### config.mk
export PLATFORM = sky130hd
export DESIGN_NAME = bit_serializer
export DESIGN_NICKNAME = d
export VERILOG_FILES = /design/src/rtl/bit_serializer.sv
export SDC_FILE = /design/constraint.sdc
export NUM_CORES = 1
export LEC_CHECK = 0
export BUFFER_PORTS_ARGS = -buffer_cell sky130_fd_sc_hd__buf_2
export CAP_MARGIN = 20
export CELL_PAD_IN_SITES_DETAIL_PLACEMENT = 0
export CELL_PAD_IN_SITES_GLOBAL_PLACEMENT = 1
export CORE_ASPECT_RATIO = 0.75
export CORE_MARGIN = 8
export CORE_UTILIZATION = 35
export CTS_CLUSTER_DIAMETER = 50
export CTS_CLUSTER_SIZE = 16
export DETAILED_ROUTE_END_ITERATION = 8
export HOLD_SLACK_MARGIN = 0.05
export PLACE_DENSITY_LB_ADDON = 0.1
export SYNTH_ARGS = -nofsm -noshare
export SYNTH_HDL_FRONTEND = slang
export SYNTH_SLANG_ARGS = --single-unit
### constraint.sdc
create_clock -name clk -period 2.1 [get_ports clk]
set_clock_uncertainty 0.15 [all_clocks]
set_input_delay 0.315 -clock clk [delete_from_list [all_inputs] [get_ports clk]]
set_output_delay 0.315 -clock clk [all_outputs]
set_load 0.01 [all_outputs]
### src/rtl/bit_serializer.sv
// bit_serializer: parallel-to-serial front end for the sequence detectors.
// Accepts WIDTH-bit words on a valid/ready handshake and shifts them out one
// bit per clock on sout (qualified by sout_valid). A new word can be taken
// during the last bit of the current one, so consecutive words stream with no
// idle gap and patterns crossing a word boundary reach the detector intact.
module bit_serializer #(
  parameter int WIDTH     = 8,
  parameter bit MSB_FIRST = 1'b1,
  parameter bit IDLE_BIT  = 1'b0
) (
  input  logic                     clk,
  input  logic                     rst,
  input  logic [WIDTH-1:0]         data_in,
  input  logic                     load_valid,
  output logic                     load_ready,
  output logic                     sout,
  output logic                     sout_valid,
  output logic                     busy,
  output logic [$clog2(WIDTH)-1:0] bit_idx,
  output logic [7:0]               words_sent,
  output logic [1:0]               PS_out
);

  localparam int IW = $clog2(WIDTH);
  localparam logic [IW-1:0] LAST_IDX = IW'(WIDTH - 1);

  typedef enum logic [1:0] {
    S_IDLE  = 2'b00,
    S_SHIFT = 2'b01
  } state_t;

  state_t           state_q, state_d;
  logic [WIDTH-1:0] shreg_q, shreg_d;
  logic [IW-1:0]    idx_q, idx_d;
  logic [7:0]       words_q, words_d;
  logic             sout_q, sout_d;
  logic             sv_q, sv_d;
  logic             accept;

  // The bit that goes out first from a given shift-register value.
  function automatic logic head_bit(input logic [WIDTH-1:0] s);
    return MSB_FIRST ? s[WIDTH-1] : s[0];
  endfunction

  // Move the next bit into the head position.
  function automatic logic [WIDTH-1:0] advance(input logic [WIDTH-1:0] s);
    return MSB_FIRST ? {s[WIDTH-2:0], 1'b0} : {1'b0, s[WIDTH-1:1]};
  endfunction

  // Ready depends only on state and position, never on load_valid.
  assign load_ready = (state_q == S_IDLE) ||
                      ((state_q == S_SHIFT) && (idx_q == LAST_IDX));
  assign accept     = load_valid && load_ready;

  // Next-state, shift and counter logic; sout is precomputed from the next
  // shift-register value so the output stays a plain flop.
  always_comb begin
    state_d = state_q;
    shreg_d = shreg_q;
    idx_d   = idx_q;
    words_d = words_q;
    case (state_q)
      S_IDLE: begin
        idx_d = '0;
        if (accept) begin
          shreg_d = data_in;
          state_d = S_SHIFT;
        end
      end
      S_SHIFT: begin
        if (idx_q != LAST_IDX) begin
          shreg_d = advance(shreg_q);
          idx_d   = idx_q + 1'b1;
        end else begin
          // Last bit leaves the line on this edge: the word is complete.
          words_d = words_q + 8'd1;
          idx_d   = '0;
          if (accept) begin
            shreg_d = data_in;
          end else begin
            state_d = S_IDLE;
          end
        end
      end
      default: begin
        state_d = S_IDLE;
        idx_d   = '0;
      end
    endcase
    sout_d = (state_d == S_SHIFT) ? head_bit(shreg_d) : IDLE_BIT;
    sv_d   = (state_d == S_SHIFT);
  end

  // State and datapath registers; reset discards any partial word.
  always_ff @(posedge clk or posedge rst) begin
    if (rst) begin
      state_q <= S_IDLE;
      shreg_q <= '0;
      idx_q   <= '0;
      words_q <= 8'd0;
      sout_q  <= IDLE_BIT;
      sv_q    <= 1'b0;
    end else begin
      state_q <= state_d;
      shreg_q <= shreg_d;
      idx_q   <= idx_d;
      words_q <= words_d;
      sout_q  <= sout_d;
      sv_q    <= sv_d;
    end
  end

  assign sout       = sout_q;
  assign sout_valid = sv_q;
  assign busy       = (state_q == S_SHIFT);
  assign bit_idx    = idx_q;
  assign words_sent = words_q;
  assign PS_out     = state_q;

endmodule

After elaboration in Yosys (flattened, before gate mapping)
Index checks and enable logic that the tools add are counted.

word-level totals
  bits in registers = 23
  input port bits = 11
  output and inout port bits = 17
  word-level logic and storage cells = 30

operators by class
  reductions and logical operators = 6
  bitwise logic cells = 1
  $add $sub $neg = 2
  multiplexer cells = 10
  equal/unequal tests = 4

operators with widths
  kind                                                  number
  two-way mux 8 bit                                     2
  one-hot mux 8 bit (2 select lines)                    1
  adder 8 x 1 -> 8 bit (second input constant)          1
  two-way mux 2 bit                                     3
  two-way mux 3 bit                                     2
  equality test 2 x 1 -> 1 bit (second input constant)  2
  one-hot mux 2 bit (2 select lines)                    1
  adder 3 x 1 -> 3 bit (second input constant)          1
  equality test 3 bit (second input constant)           1
  inequality test 3 bit (second input constant)         1
  logical AND 1 bit                                     2
  zero test 2 bit                                       1
  AND reduction 2 bit                                   1
  nonzero test 2 bit                                    1
  logical OR 1 bit                                      1
  two-way mux 1 bit                                     1
  NOT 1 bit                                             1

Logic depth before layout (Yosys ltp)
  depth after elaboration = 9
  depth in mapped cells = 7
  depth with buffers taken out = 6

Worst setup path after synthesis
OpenSTA, ideal clock, no wires.

  path kind = register to register
  start point = reg idx_q[0], in the netlist bit_idx[0]
  end point = reg shreg_q[1]
  cell stages (with the launch flop) = 7
  setup slack = 217 ps
  period minus slack after synthesis = 1,883 ps
  arrival time = 1,611 ps
  cells stage by stage = dfrtp_1 -> ha_1 -> ha_1 -> nand2b_4 -> buf_6 -> mux2_4 -> o22a_1

between the ends
  word-level cells in the longest chain between the ends = 7
  elaborated cells on any way between the ends = 8
  classes of those cells = 2 x eq/ne; 3 x mux; 3 x reduce/logical

RTL lines
  what                                    line  source
  start, declared                         34    logic [IW-1:0] idx_q, idx_d;
  start signal, assigned                  106   idx_q <= idx_d;
  equality test 3 bit                     52    ((state_q == S_SHIFT) && (idx_q == LAST_IDX));
  logical AND 1 bit                       52
  logical OR 1 bit                        51    assign load_ready = (state_q == S_IDLE) ||
  logical AND 1 bit                       53    assign accept = load_valid && load_ready;
  two-way mux 8 bit                       --
  two-way mux 8 bit                       71    if (idx_q != LAST_IDX) begin
  one-hot mux 8 bit (2 select lines) (*)  62    case (state_q)
  end signal, assigned                    105   shreg_q <= shreg_d;
  end, declared                           33    logic [WIDTH-1:0] shreg_q, shreg_d;

Every way passes the cells marked *; elsewhere a longest branch is shown, timed or not.
A chain may end at the register's enable or synchronous reset.

Final worst setup path
  start point = reg idx_q[0], in the netlist bit_idx[0]
  end point = out load_ready

between the ends
  word-level cells in the longest chain between the ends = 3

RTL lines
  what                 line  source
  equality test 3 bit  52
  logical AND 1 bit    52
  logical OR 1 bit     51
  end, declared        15    output logic load_ready,

No other way between the ends.

==> metrics.yaml <==
sta:
  fin_setup_tns_ps: 0
  hold_viol: 0
  fin_ws_ps: 148
  max_freq_mhz: 512
  finalSetupViolations: 0
  slew_violations: 0
  fin_crit_sh: 0.930
  period_needed_ps: 1950
  rsz0062_at_grt: "no"
drt:
  viasPerCell: 4.59
  wire_per_inst_um: 14.0
  wirelength_mm: 2.14
  firstDrtPassIters: 2
  drc: 0
  drt.antenna.violating_nets: 0
  via_count: 702
  drt-initial-drc-count: 17
global_routing:
  grt_pass1_vias: 761
  grt_pass1_wl_mm: 3.67
  antenna_found_initial: 0
  grt_use_total: 0.0916
  overflow: 0
  grt_max_degree: 23
job:
  drv_cap: 0
placement:
  place_inst: 146
  dp_hpwl_mm: 1.58
  post-place-ws_ps: 339
  gp_congestion: 0.770
  portBuffers: 27
power_and_ir_drop:
  p_leak_nw: 0.676
  p_total_mw: 0.954
  ir_worst_vdd_mv: 0.442
  power_density_nw_per_um2: 749
worst_setup_path:
  max_stage_delay_ps: 400
  crit_family: "flip-flops"
  cp-start-kind: "flip-flop"
  path_common_cell: "ha_1"
  crit_required_ps: 1630
  path_cells: "ha_1 -> ha_1 -> nand2b_4 -> nor2b_1 -> buf_2"
  cp-end-kind: "output port"
  worst-path-buf-inv: 1
  worst-path-max-fanout: 3
  critPathKind: "flip-flop to output port"
  slowest_stage: "dfrtp_1"
  worstPathArrival_ps: 1490
yosys:
  netlist_top_cells_count: "dfrtp_1, xnor2_1, a31oi_1, and3b_1, o2bb2ai_1"
  yosysSeqAreaShare: 0.547
  ys_seq_elements: 22
  synth_edf_count: 0
  synth_nets: 97
  synth_most_common_cell: "dfrtp_1"
  synth_area_leaders: "dfrtp_1, xnor2_1, and3b_1"
  synth.top_cell.area_share: 0.547
  synthesis.area_um2: 1010
  ys_async_sr_fraction: 1.00
  ys.flop_type: "dfrtp_1"
  synth_warnings: 0
  postSynthAreaPerCell_um2: 12.1
  netlist_instances: 83
  yosys.area.top_type: "dfrtp_1"
  synth_cell_types: 28
finish:
  layout-drive-gt1-share: 0.339
  diodes: 0
  num-nets-final: 130
  final_cells: 153
  fillers: 298
  area_growth_syn_to_layout_pct: 26.5
clock_network:
  cts_root_buffer: "clkbuf_8"
  cts_buffers: 3
  clk_path_buf_depth: 2
  insertion_delay_ps: 260
  path_clk_slew_ps: 70
  cts_max_level: 1
  cts.sinks: 22
  cts_tree: "yes"
status:
  status: "finished clean"
floorplanning:
  start_util: 0.353
  coreArea_um2: 2850
  io-pin-count: 28
  dieArea_um2: 4870
  row_count: 17
  fp.dieW_um: 77.9
  die_h_um: 62.5
worst_hold_path:
  hold_path.class: "primary input to flip-flop"
[state kept, by name, indices dropped and copies added, names as in the netlist]
register	count
sout_valid	1
shreg_q	7
words_sent	8
sout	1
bit_idx	3
PS_out	2
[path summary, 6_finish.rpt]
kind	from	to	slack (ps)	cells after the start
max in group asynchronous	rst	bit_idx[0]	1110	4
worst min-delay path	data_in[0]	shreg_q[0]	170	3
min in group asynchronous	rst	words_sent[7]	470	4
worst min register to register	bit_idx[0]	bit_idx[0]	320	1
worst max-delay path	bit_idx[0]	load_ready	150	5
worst max register to register	bit_idx[0]	shreg_q[1]	240	6
[tightest hold or removal path, delay by kind of cell]
family	cells	cell delay [ps]
AOI/OAI and AO/OA	1	70
buffers and inverters	1	100
and+or+nand+nor	1	50
[area by class of cell]
| type | count | area, um2 | area share |
|---|---|---|---|
| Sequential cell | 22 | 551 | 0.432 |
| Multi-Input combinational cell | 53 | 414 | 0.325 |
| Timing Repair Buffer | 32 | 175 | 0.138 |
| Tap cell | 38 | 47.5 | 0.0373 |
| Clock buffer | 3 | 41.3 | 0.0324 |
| Clock inverter | 1 | 30.0 | 0.0236 |
| Inverter | 4 | 15.0 | 0.0118 |
[kinds of logic (layout without fill, tap and decap cells)]
group	count (synthesis)	count (layout)	synth area share
AND/OR/NAND/NOR	26	26	0.178
flip-flops	22	22	0.547
AO/OA/AOI/OAI	14	14	0.106
buffers and inverters	8	40	0.0422
XOR/XNOR	7	7	0.0609
adder cells (fa/ha/maj)	3	3	0.0373
multiplexers	2	2	0.0261
other	1	1	0.00372
[metal layers]
layer	vias to the layer above	track usage	wire length, um
met4	0	0.0207	8
met5	-	0	0
met3	2	0.0417	139
met1	326	0.121	1100
li1	358	-	-
met2	16	0.133	891
[metrics by stage]
stage | area (um2) | hold WS [ps] | util
3_3_place_gp | 1180 | 214 | 0.413
2_1_floorplan | 1010 | 154 | -
4_1_cts | 1260 | 159 | 0.442
5_1_grt | 1270 | 184 | 0.447
3_5_place_dp | 1180 | 213 | 0.413
6_report | 1270 | 168 | 0.447
[what timing repair did]
item                                   CTS  global route
endpoints found under the hold margin   22             0
setup endpoints to repair                0             1
resized for setup                        0             0
hold buffers                             1             0
setup buffers                            0             2
[power by group]
group / leakage (nW) / internal [mW] / total, mW / switching [mW]
sequential: 0.291 / 0.451 / 0.472 / 0.0214
combinational: 0.350 / 0.0494 / 0.0946 / 0.0452
clock: 0.0357 / 0.254 / 0.387 / 0.133
[cell usage in the layout (no fill, tap or decap), types with 2 or more instances in the layout]
cell / synthesis / layout
a31oi_1: 6 / 6
and2_1: 4 / 4
and3b_1: 6 / 6
buf_2: 1 / 27
buf_4: 1 / 4
clkbuf_8: 0 / 3
dfrtp_1: 22 / 22
ha_1: 3 / 3
inv_1: 4 / 4
nand2_1: 2 / 2
nand3_1: 3 / 3
nand4_1: 3 / 3
o2bb2ai_1: 6 / 6
xnor2_1: 7 / 7
No activity file was read; power rests on OpenSTA's default activity.
